$ cat src/rtl/m6809_bus_pkg.sv
// Shared types and constants for the 6809 SoC bus arbiter.
// Contents: FSM state encoding, master ids, region decode constants, decode payload struct.
package m6809_bus_pkg;

    localparam int unsigned ADDR_W     = 16;
    localparam int unsigned DATA_W     = 8;
    localparam int unsigned WAIT_W     = 4;
    localparam int unsigned STARVE_W   = 8;
    localparam int unsigned REGION_BIT = 15;

    // Boot ROM occupies the upper half of the address space.
    localparam logic [ADDR_W-1:0] ROM_BASE = ADDR_W'(1) << REGION_BIT;

    localparam logic MST_CPU = 1'b0;
    localparam logic MST_DMA = 1'b1;

    typedef enum logic [1:0] {
        ST_IDLE   = 2'd0,
        ST_ACCESS = 2'd1,
        ST_DONE   = 2'd2
    } state_e;

    typedef struct packed {
        logic              sel_rom;
        logic              sel_ram;
        logic [WAIT_W-1:0] wait_states;
    } decode_t;

    function automatic logic is_rom(input logic [ADDR_W-1:0] addr);
        return addr >= ROM_BASE;
    endfunction

endpackage

$ cat src/rtl/m6809_bus_arbiter_if.sv
// Bus bundle between the two masters, the arbiter and the memories.
// slave modport: arbiter view (requests in, acks/memory strobes out).
// master modport: requester/memory-model view (the mirror image).
interface m6809_bus_arbiter_if;
    import m6809_bus_pkg::*;

    logic              cpu_req;
    logic [ADDR_W-1:0] cpu_addr;
    logic [DATA_W-1:0] cpu_wdata;
    logic              cpu_rw_n;
    logic              cpu_ack;
    logic [DATA_W-1:0] cpu_rdata;

    logic              dma_req;
    logic [ADDR_W-1:0] dma_addr;
    logic [DATA_W-1:0] dma_wdata;
    logic              dma_rw_n;
    logic              dma_ack;
    logic [DATA_W-1:0] dma_rdata;

    logic [ADDR_W-1:0] mem_addr;
    logic [DATA_W-1:0] mem_wdata;
    logic              mem_we;
    logic              mem_sel_rom;
    logic              mem_sel_ram;
    logic [DATA_W-1:0] mem_rdata_rom;
    logic [DATA_W-1:0] mem_rdata_ram;
    logic              wp_err;

    modport slave (
        input  cpu_req, cpu_addr, cpu_wdata, cpu_rw_n,
        output cpu_ack, cpu_rdata,
        input  dma_req, dma_addr, dma_wdata, dma_rw_n,
        output dma_ack, dma_rdata,
        output mem_addr, mem_wdata, mem_we, mem_sel_rom, mem_sel_ram,
        input  mem_rdata_rom, mem_rdata_ram,
        output wp_err
    );

    modport master (
        output cpu_req, cpu_addr, cpu_wdata, cpu_rw_n,
        input  cpu_ack, cpu_rdata,
        output dma_req, dma_addr, dma_wdata, dma_rw_n,
        input  dma_ack, dma_rdata,
        input  mem_addr, mem_wdata, mem_we, mem_sel_rom, mem_sel_ram,
        output mem_rdata_rom, mem_rdata_ram,
        input  wp_err
    );

endinterface

$ cat src/rtl/m6809_bus_decode.sv
// Combinational address decode: region select and wait states for that region.
// Ports: addr (in) -> dec_c {sel_rom, sel_ram, wait_states} (out, combinational).
module m6809_bus_decode
    import m6809_bus_pkg::*;
#(
    parameter int unsigned ROM_WS = 1,
    parameter int unsigned RAM_WS = 0
) (
    input  logic [ADDR_W-1:0] addr,
    output decode_t           dec_c
);

    always_comb begin
        dec_c = '0;
        if (is_rom(addr)) begin
            dec_c.sel_rom     = 1'b1;
            dec_c.wait_states = WAIT_W'(ROM_WS);
        end else begin
            dec_c.sel_ram     = 1'b1;
            dec_c.wait_states = WAIT_W'(RAM_WS);
        end
    end

endmodule

$ cat src/rtl/m6809_bus_arbiter.sv
// Shares the SoC memory bus between core6809 and DMA: arbitrates, applies region wait
// states, drives registered memory strobes and returns a one-cycle ack with read data.
// Ports: clk, reset_b (synchronous, active low), bus (m6809_bus_arbiter_if.slave).
// Build option: M6809_ROM_WP_EN -- ROM writes are blocked and flagged on wp_err.
module m6809_bus_arbiter
    import m6809_bus_pkg::*;
#(
    parameter int unsigned ROM_WS       = 1,
    parameter int unsigned RAM_WS       = 0,
    parameter int unsigned STARVE_LIMIT = 8
) (
    input logic                  clk,
    input logic                  reset_b,
    m6809_bus_arbiter_if.slave   bus
);

    state_e              state;
    logic                grant;
    logic                rw_n_q;
    logic                wp_q;
    logic [WAIT_W-1:0]   wait_cnt;
    logic [STARVE_W-1:0] starve_cnt;

    logic                cpu_ack;
    logic                dma_ack;
    logic [DATA_W-1:0]   cpu_rdata;
    logic [DATA_W-1:0]   dma_rdata;
    logic [ADDR_W-1:0]   mem_addr;
    logic [DATA_W-1:0]   mem_wdata;
    logic                mem_we;
    logic                mem_sel_rom;
    logic                mem_sel_ram;
    logic                wp_err;

    // Arbitration: CPU wins ties until the DMA has lost STARVE_LIMIT IDLE cycles.
    logic              dma_win_c;
    logic              any_req_c;
    logic [ADDR_W-1:0] req_addr_c;
    logic [DATA_W-1:0] req_wdata_c;
    logic              req_rw_n_c;
    logic              wp_now_c;
    logic [DATA_W-1:0] read_mux_c;
    decode_t           dec_c;

    assign dma_win_c   = bus.dma_req &&
                         (!bus.cpu_req || (starve_cnt >= STARVE_W'(STARVE_LIMIT)));
    assign any_req_c   = bus.cpu_req || bus.dma_req;
    assign req_addr_c  = dma_win_c ? bus.dma_addr  : bus.cpu_addr;
    assign req_wdata_c = dma_win_c ? bus.dma_wdata : bus.cpu_wdata;
    assign req_rw_n_c  = dma_win_c ? bus.dma_rw_n  : bus.cpu_rw_n;
    assign read_mux_c  = mem_sel_rom ? bus.mem_rdata_rom : bus.mem_rdata_ram;

    m6809_bus_decode #(
        .ROM_WS (ROM_WS),
        .RAM_WS (RAM_WS)
    ) u_decode (
        .addr  (req_addr_c),
        .dec_c (dec_c)
    );

    // A write decoded to ROM is a protection violation only when the feature is built in.
`ifdef M6809_ROM_WP_EN
    assign wp_now_c = dec_c.sel_rom && !req_rw_n_c;
`else
    assign wp_now_c = 1'b0;
`endif

    // Access sequencer: IDLE -> ACCESS (WS+1 cycles) -> DONE (ack) -> IDLE.
    always_ff @(posedge clk) begin
        if (!reset_b) begin
            state       <= ST_IDLE;
            grant       <= MST_CPU;
            rw_n_q      <= 1'b1;
            wp_q        <= 1'b0;
            wait_cnt    <= '0;
            starve_cnt  <= '0;
            cpu_ack     <= 1'b0;
            dma_ack     <= 1'b0;
            cpu_rdata   <= '0;
            dma_rdata   <= '0;
            mem_addr    <= '0;
            mem_wdata   <= '0;
            mem_we      <= 1'b0;
            mem_sel_rom <= 1'b0;
            mem_sel_ram <= 1'b0;
            wp_err      <= 1'b0;
        end else begin
            case (state)
                ST_IDLE: begin
                    if (any_req_c) begin
                        grant       <= dma_win_c ? MST_DMA : MST_CPU;
                        mem_addr    <= req_addr_c;
                        mem_wdata   <= req_wdata_c;
                        rw_n_q      <= req_rw_n_c;
                        wp_q        <= wp_now_c;
                        mem_sel_rom <= dec_c.sel_rom;
                        mem_sel_ram <= dec_c.sel_ram;
                        wait_cnt    <= dec_c.wait_states;
                        // Zero wait states: the strobe cycle is the first ACCESS cycle.
                        mem_we      <= (dec_c.wait_states == '0) && !req_rw_n_c && !wp_now_c;
                        state       <= ST_ACCESS;
                    end
                    if (dma_win_c) begin
                        starve_cnt <= '0;
                    end else if (bus.dma_req && (starve_cnt != '1)) begin
                        starve_cnt <= starve_cnt + STARVE_W'(1);
                    end
                end
                ST_ACCESS: begin
                    if (wait_cnt == '0) begin
                        mem_we      <= 1'b0;
                        mem_sel_rom <= 1'b0;
                        mem_sel_ram <= 1'b0;
                        wp_err      <= wp_q;
                        if (grant == MST_DMA) begin
                            dma_ack <= 1'b1;
                            if (rw_n_q) dma_rdata <= read_mux_c;
                        end else begin
                            cpu_ack <= 1'b1;
                            if (rw_n_q) cpu_rdata <= read_mux_c;
                        end
                        state <= ST_DONE;
                    end else begin
                        wait_cnt <= wait_cnt - WAIT_W'(1);
                        // Raise the strobe so it lands in the cycle the counter reads zero.
                        mem_we   <= (wait_cnt == WAIT_W'(1)) && !rw_n_q && !wp_q;
                    end
                end
                ST_DONE: begin
                    cpu_ack <= 1'b0;
                    dma_ack <= 1'b0;
                    wp_err  <= 1'b0;
                    state   <= ST_IDLE;
                end
                default: begin
                    state <= ST_IDLE;
                end
            endcase
        end
    end

    assign bus.cpu_ack     = cpu_ack;
    assign bus.dma_ack     = dma_ack;
    assign bus.cpu_rdata   = cpu_rdata;
    assign bus.dma_rdata   = dma_rdata;
    assign bus.mem_addr    = mem_addr;
    assign bus.mem_wdata   = mem_wdata;
    assign bus.mem_we      = mem_we;
    assign bus.mem_sel_rom = mem_sel_rom;
    assign bus.mem_sel_ram = mem_sel_ram;
    assign bus.wp_err      = wp_err;

endmodule

$ cat src/flat_wrapper.sv
// flat-port wrapper written by rule: the top's interface ports become plain ports
module m6809_bus_arbiter_flat import m6809_bus_pkg::*;
#(
    parameter int unsigned ROM_WS       = 1,
    parameter int unsigned RAM_WS       = 0,
    parameter int unsigned STARVE_LIMIT = 8
)
  (clk, reset_b, bus_cpu_req, bus_cpu_addr, bus_cpu_wdata, bus_cpu_rw_n, bus_cpu_ack, bus_cpu_rdata, bus_dma_req, bus_dma_addr, bus_dma_wdata, bus_dma_rw_n, bus_dma_ack, bus_dma_rdata, bus_mem_addr, bus_mem_wdata, bus_mem_we, bus_mem_sel_rom, bus_mem_sel_ram, bus_mem_rdata_rom, bus_mem_rdata_ram, bus_wp_err);
  m6809_bus_arbiter_if bus_i ();
  input logic clk;
  input logic reset_b;
  input wire logic [$bits(bus_i.cpu_req)-1:0] bus_cpu_req;
  input wire logic [$bits(bus_i.cpu_addr)-1:0] bus_cpu_addr;
  input wire logic [$bits(bus_i.cpu_wdata)-1:0] bus_cpu_wdata;
  input wire logic [$bits(bus_i.cpu_rw_n)-1:0] bus_cpu_rw_n;
  output wire logic [$bits(bus_i.cpu_ack)-1:0] bus_cpu_ack;
  output wire logic [$bits(bus_i.cpu_rdata)-1:0] bus_cpu_rdata;
  input wire logic [$bits(bus_i.dma_req)-1:0] bus_dma_req;
  input wire logic [$bits(bus_i.dma_addr)-1:0] bus_dma_addr;
  input wire logic [$bits(bus_i.dma_wdata)-1:0] bus_dma_wdata;
  input wire logic [$bits(bus_i.dma_rw_n)-1:0] bus_dma_rw_n;
  output wire logic [$bits(bus_i.dma_ack)-1:0] bus_dma_ack;
  output wire logic [$bits(bus_i.dma_rdata)-1:0] bus_dma_rdata;
  output wire logic [$bits(bus_i.mem_addr)-1:0] bus_mem_addr;
  output wire logic [$bits(bus_i.mem_wdata)-1:0] bus_mem_wdata;
  output wire logic [$bits(bus_i.mem_we)-1:0] bus_mem_we;
  output wire logic [$bits(bus_i.mem_sel_rom)-1:0] bus_mem_sel_rom;
  output wire logic [$bits(bus_i.mem_sel_ram)-1:0] bus_mem_sel_ram;
  input wire logic [$bits(bus_i.mem_rdata_rom)-1:0] bus_mem_rdata_rom;
  input wire logic [$bits(bus_i.mem_rdata_ram)-1:0] bus_mem_rdata_ram;
  output wire logic [$bits(bus_i.wp_err)-1:0] bus_wp_err;
  assign bus_i.cpu_req = bus_cpu_req;
  assign bus_i.cpu_addr = bus_cpu_addr;
  assign bus_i.cpu_wdata = bus_cpu_wdata;
  assign bus_i.cpu_rw_n = bus_cpu_rw_n;
  assign bus_cpu_ack = bus_i.cpu_ack;
  assign bus_cpu_rdata = bus_i.cpu_rdata;
  assign bus_i.dma_req = bus_dma_req;
  assign bus_i.dma_addr = bus_dma_addr;
  assign bus_i.dma_wdata = bus_dma_wdata;
  assign bus_i.dma_rw_n = bus_dma_rw_n;
  assign bus_dma_ack = bus_i.dma_ack;
  assign bus_dma_rdata = bus_i.dma_rdata;
  assign bus_mem_addr = bus_i.mem_addr;
  assign bus_mem_wdata = bus_i.mem_wdata;
  assign bus_mem_we = bus_i.mem_we;
  assign bus_mem_sel_rom = bus_i.mem_sel_rom;
  assign bus_mem_sel_ram = bus_i.mem_sel_ram;
  assign bus_i.mem_rdata_rom = bus_mem_rdata_rom;
  assign bus_i.mem_rdata_ram = bus_mem_rdata_ram;
  assign bus_wp_err = bus_i.wp_err;
  m6809_bus_arbiter #(.ROM_WS(ROM_WS), .RAM_WS(RAM_WS), .STARVE_LIMIT(STARVE_LIMIT)) u_core (.clk(clk), .reset_b(reset_b), .bus(bus_i));
endmodule
$ cat config.mk
export PLATFORM = sky130hd
export DESIGN_NAME = m6809_bus_arbiter_flat
export DESIGN_NICKNAME = d
export VERILOG_FILES = /design/src/rtl/m6809_bus_pkg.sv /design/src/rtl/m6809_bus_arbiter_if.sv /design/src/rtl/m6809_bus_decode.sv /design/src/rtl/m6809_bus_arbiter.sv /design/src/flat_wrapper.sv
export SDC_FILE = /design/constraint.sdc
export NUM_CORES = 1
export LEC_CHECK = 0
export CAP_MARGIN = 30
export CORE_MARGIN = 5
export CORE_UTILIZATION = 43
export DETAILED_ROUTE_END_ITERATION = 10
export PLACE_DENSITY = 0.83
export SYNTH_ARGS = -nofsm -noshare
export SYNTH_HDL_FRONTEND = slang
export SYNTH_HIERARCHICAL = 1
export SYNTH_SLANG_ARGS = --single-unit
$ cat constraint.sdc
create_clock -name clk -period 3.2 [get_ports clk]
set_clock_uncertainty 0.15 [all_clocks]
set_input_delay 0.32 -clock clk [delete_from_list [all_inputs] [get_ports clk]]
set_output_delay 0.32 -clock clk [all_outputs]
set_load 0.005 [all_outputs]
==> flow_summary.toml <==
[run_status]
status = "finished clean"

[synthesis]
yosysTopAreaCellShare_pct = 42.1
synth_top_family_by_area = "compound AO/OA/AOI/OAI gates"
synth.largest_area_cell = "dfxtp_1"
synth.ff_latch_count = 61
yosysSeqAreaShare_pct = 42.1
yosysWarningCount = 6
synthXorXnorAreaFrac_pct = 1.21
synth_edf_count = 0
async_reset_ff_share_pct = 0
ys_types = 51
synthTopCellsByCount = "61 x dfxtp_1, 42 x o21ai_0, 21 x nand3_1"
synth.area.top_cells = "dfxtp_1 42%, o21ai_0 7.3%, mux2_2 5.8%"
syn-cell-area_um2 = 2900
synth_most_common_cell = "dfxtp_1"
muxShareOfSynthArea_pct = 13.8
syn_inst = 307
synthAdderAreaFrac_pct = 1.73
avgSynthCellArea_um2 = 9.44
synthFlopType = "dfxtp_1"
synth_compound_gate_area_share_pct = 21.6
synth-simple-area-share_pct = 13.6

[sta]
slew_headroom_pct = 58.5
fmax_ghz = 0.422
rsz0062_at_grt = "no"
setup_tns_ns = 0
finalMaxSlewViolations = 0
tightest_slew_ns = 0.621
finalCritPeriodShare_pct = 74.1
finalSetupViolCount = 0
postLayoutSetupSlackWorst_ns = 0.828
hold_violations = 0
min_period_ns = 2.37

[drt]
vias = 2611
routed_wl_mm = 7.55
drtPass1Iterations = 4
via_per_inst = 5.24
ant_nets = 0
drc = 0
wl_per_cell_um = 15.2
initialDrtViolationCount = 111

[layout]
nets = 487
syn2layout_area_growth_pct = 45.0
num-fill-cells = 565
fin_cells = 498
layout-drive-gt1-share_pct = 14.4
utilization_pct = 62.9
diodes = 0

[clocking]
cts_max_path_buffers = 2
ctsResizeCount = 0
postCtsHoldBufs = 0
cts_buffers = 9
post_cts_buffers = 0
h-tree-depth = 3
cts_tree = "built"
clockRootBuffer = "clkbuf_8"
worst_skew_pair.late_latency_ns = 0.33
clock-sinks = 61
clk_pin_slew_ns = 0.07

[floorplan]
die_x_um = 92.1
die-height_um = 92.1
num_rows = 30
die-area_um2 = 8480
start_util_pct = 43.4
io_pins = 116
core_um2 = 6680

[worst_hold_path]
whs_path_depth = 2
min_from = "u_core/bus.cpu_rdata[5]"
min_to = "u_core/bus.cpu_rdata[5]"
holdCritPathClass = "reg2reg"

[place]
placed_cells = 482
dpl_worst_slack_ns = 0.760
io_buffers = 114
gp_congestion = 0.776
dp_hpwl_mm = 5.63

[global_routing]
grt-ovfl-total = 0
antenna_found_initial = 0
grt_pass1_vias = 2619
track_usage_pct = 17.7
grt_first_pass_wirelength_mm = 12.0
grt_max_degree = 39

[worst_setup_path]
crit_path_start_kind = "flop"
arrival_ns = 2.49
r2r_setup_slack_ns = 0.83
reg2regPathDepth = 7
r2r-end = "u_core/bus.mem_we"
crit_path_end_kind = "flop"
required_ns = 3.32
critPathKind = "reg2reg"
r2r-start = "u_core/starve_cnt[3]"
cp_max_fo = 6

[power]
power_uw = 2110
power_density_nw_per_um2 = 502
p_leak_uw = 0.00169
peakVddDrop_uv = 305

[flow_run]
drv_cap = 0
==> area by class of cell <==
class                      instances  area, µm²  area share [%]
inverter                           6       22.5           0.536
timing repair buffer             120       1180            28.1
multi-input combinational        215       1520            36.2
tap                               80        100            2.38
clock inverter                     6       30.0           0.714
clock buffer                      10        128            3.04
sequential                        61       1220            29.0
==> worst max-delay path, stage by stage (launching register included) <==
cell and delay, ns:
dfxtp_1 0.34, or4_4 0.58, o21ai_4 0.15, mux2_2 0.40, nor3_1 0.18, nand3b_1 0.12, a211o_1 0.25, a21oi_1 0.13
==> state kept, by name, indices dropped and copies added (netlist names) <==
name,cells
u_core/bus.mem_sel_ram,1
u_core/bus.mem_sel_rom,1
u_core/bus.dma_ack,1
u_core/rw_n_q,1
u_core/wait_cnt,4
u_core/grant,1
u_core/state,2
u_core/starve_cnt,8
u_core/bus.mem_we,1
u_core/bus.dma_rdata,8
u_core/bus.cpu_rdata,8
u_core/bus.mem_wdata,8
u_core/bus.cpu_ack,1
u_core/bus.mem_addr,16
==> cells by family after synthesis <==
group	Yosys count
other	2
adder cells (fa/ha/maj)	4
multiplexers	33
buffers and inverters	33
XOR/XNOR	4
AND/OR/NAND/NOR	76
AO/OA/AOI/OAI	94
flip-flops	61
==> cell usage in the layout, fill, tap and decap left out, types with 6 or more instances in the layout <==
master,count
a21oi_1,12
buf_4,6
clkbuf_8,9
clkdlybuf4s50_1,113
clkinv_2,6
dfxtp_1,61
inv_1,6
mux2_2,15
mux2_4,10
mux2i_1,8
nand2_1,18
nand3_1,21
nor2_1,10
o21ai_0,42
o21ba_1,10
o21ba_2,6
==> stage by stage <==
step | instance area [µm²] | hold slack, ns
after floorplan | 2910 | 0.278
after global placement | 4050 | 0.303
after detailed placement | 4050 | 0.311
after CTS | 4200 | 0.302
after global routing | 4200 | 0.341
final | 4200 | 0.318
==> layer usage <==
metal	vias to the layer above	GRT usage (%)	part of all wire, %	routed length [µm]
li1	1301	-	-	-
met1	1216	19.3	41	3060
met2	78	30.5	50	3810
met3	16	5.58	6.4	486
met4	0	9.28	2.5	187
met5	-	0	0	0
==> report_power, final <==
| group | leakage, µW | internal (µW) | switching [µW] |
|---|---|---|---|
| clock network | 0.0000894 | 272 | 291 |
| logic | 0.00110 | 364 | 266 |
| registers | 0.000501 | 854 | 61.6 |
==> how the worst max path moves through the flow <==
stage                              start                end  slack, ns  cells past startpoint
global route        u_core/starve_cnt[3]  u_core/bus.mem_we       0.75                      7
finish              u_core/starve_cnt[3]  u_core/bus.mem_we       0.83                      7
floorplan           u_core/starve_cnt[3]  u_core/bus.mem_we       0.75                      8
global placement             bus_cpu_req  u_core/bus.mem_we       0.84                      8
CTS                 u_core/starve_cnt[3]  u_core/bus.mem_we       0.83                      7
detailed placement           bus_cpu_req  u_core/bus.mem_we       0.76                      8
(Power assumes the default switching activity.)
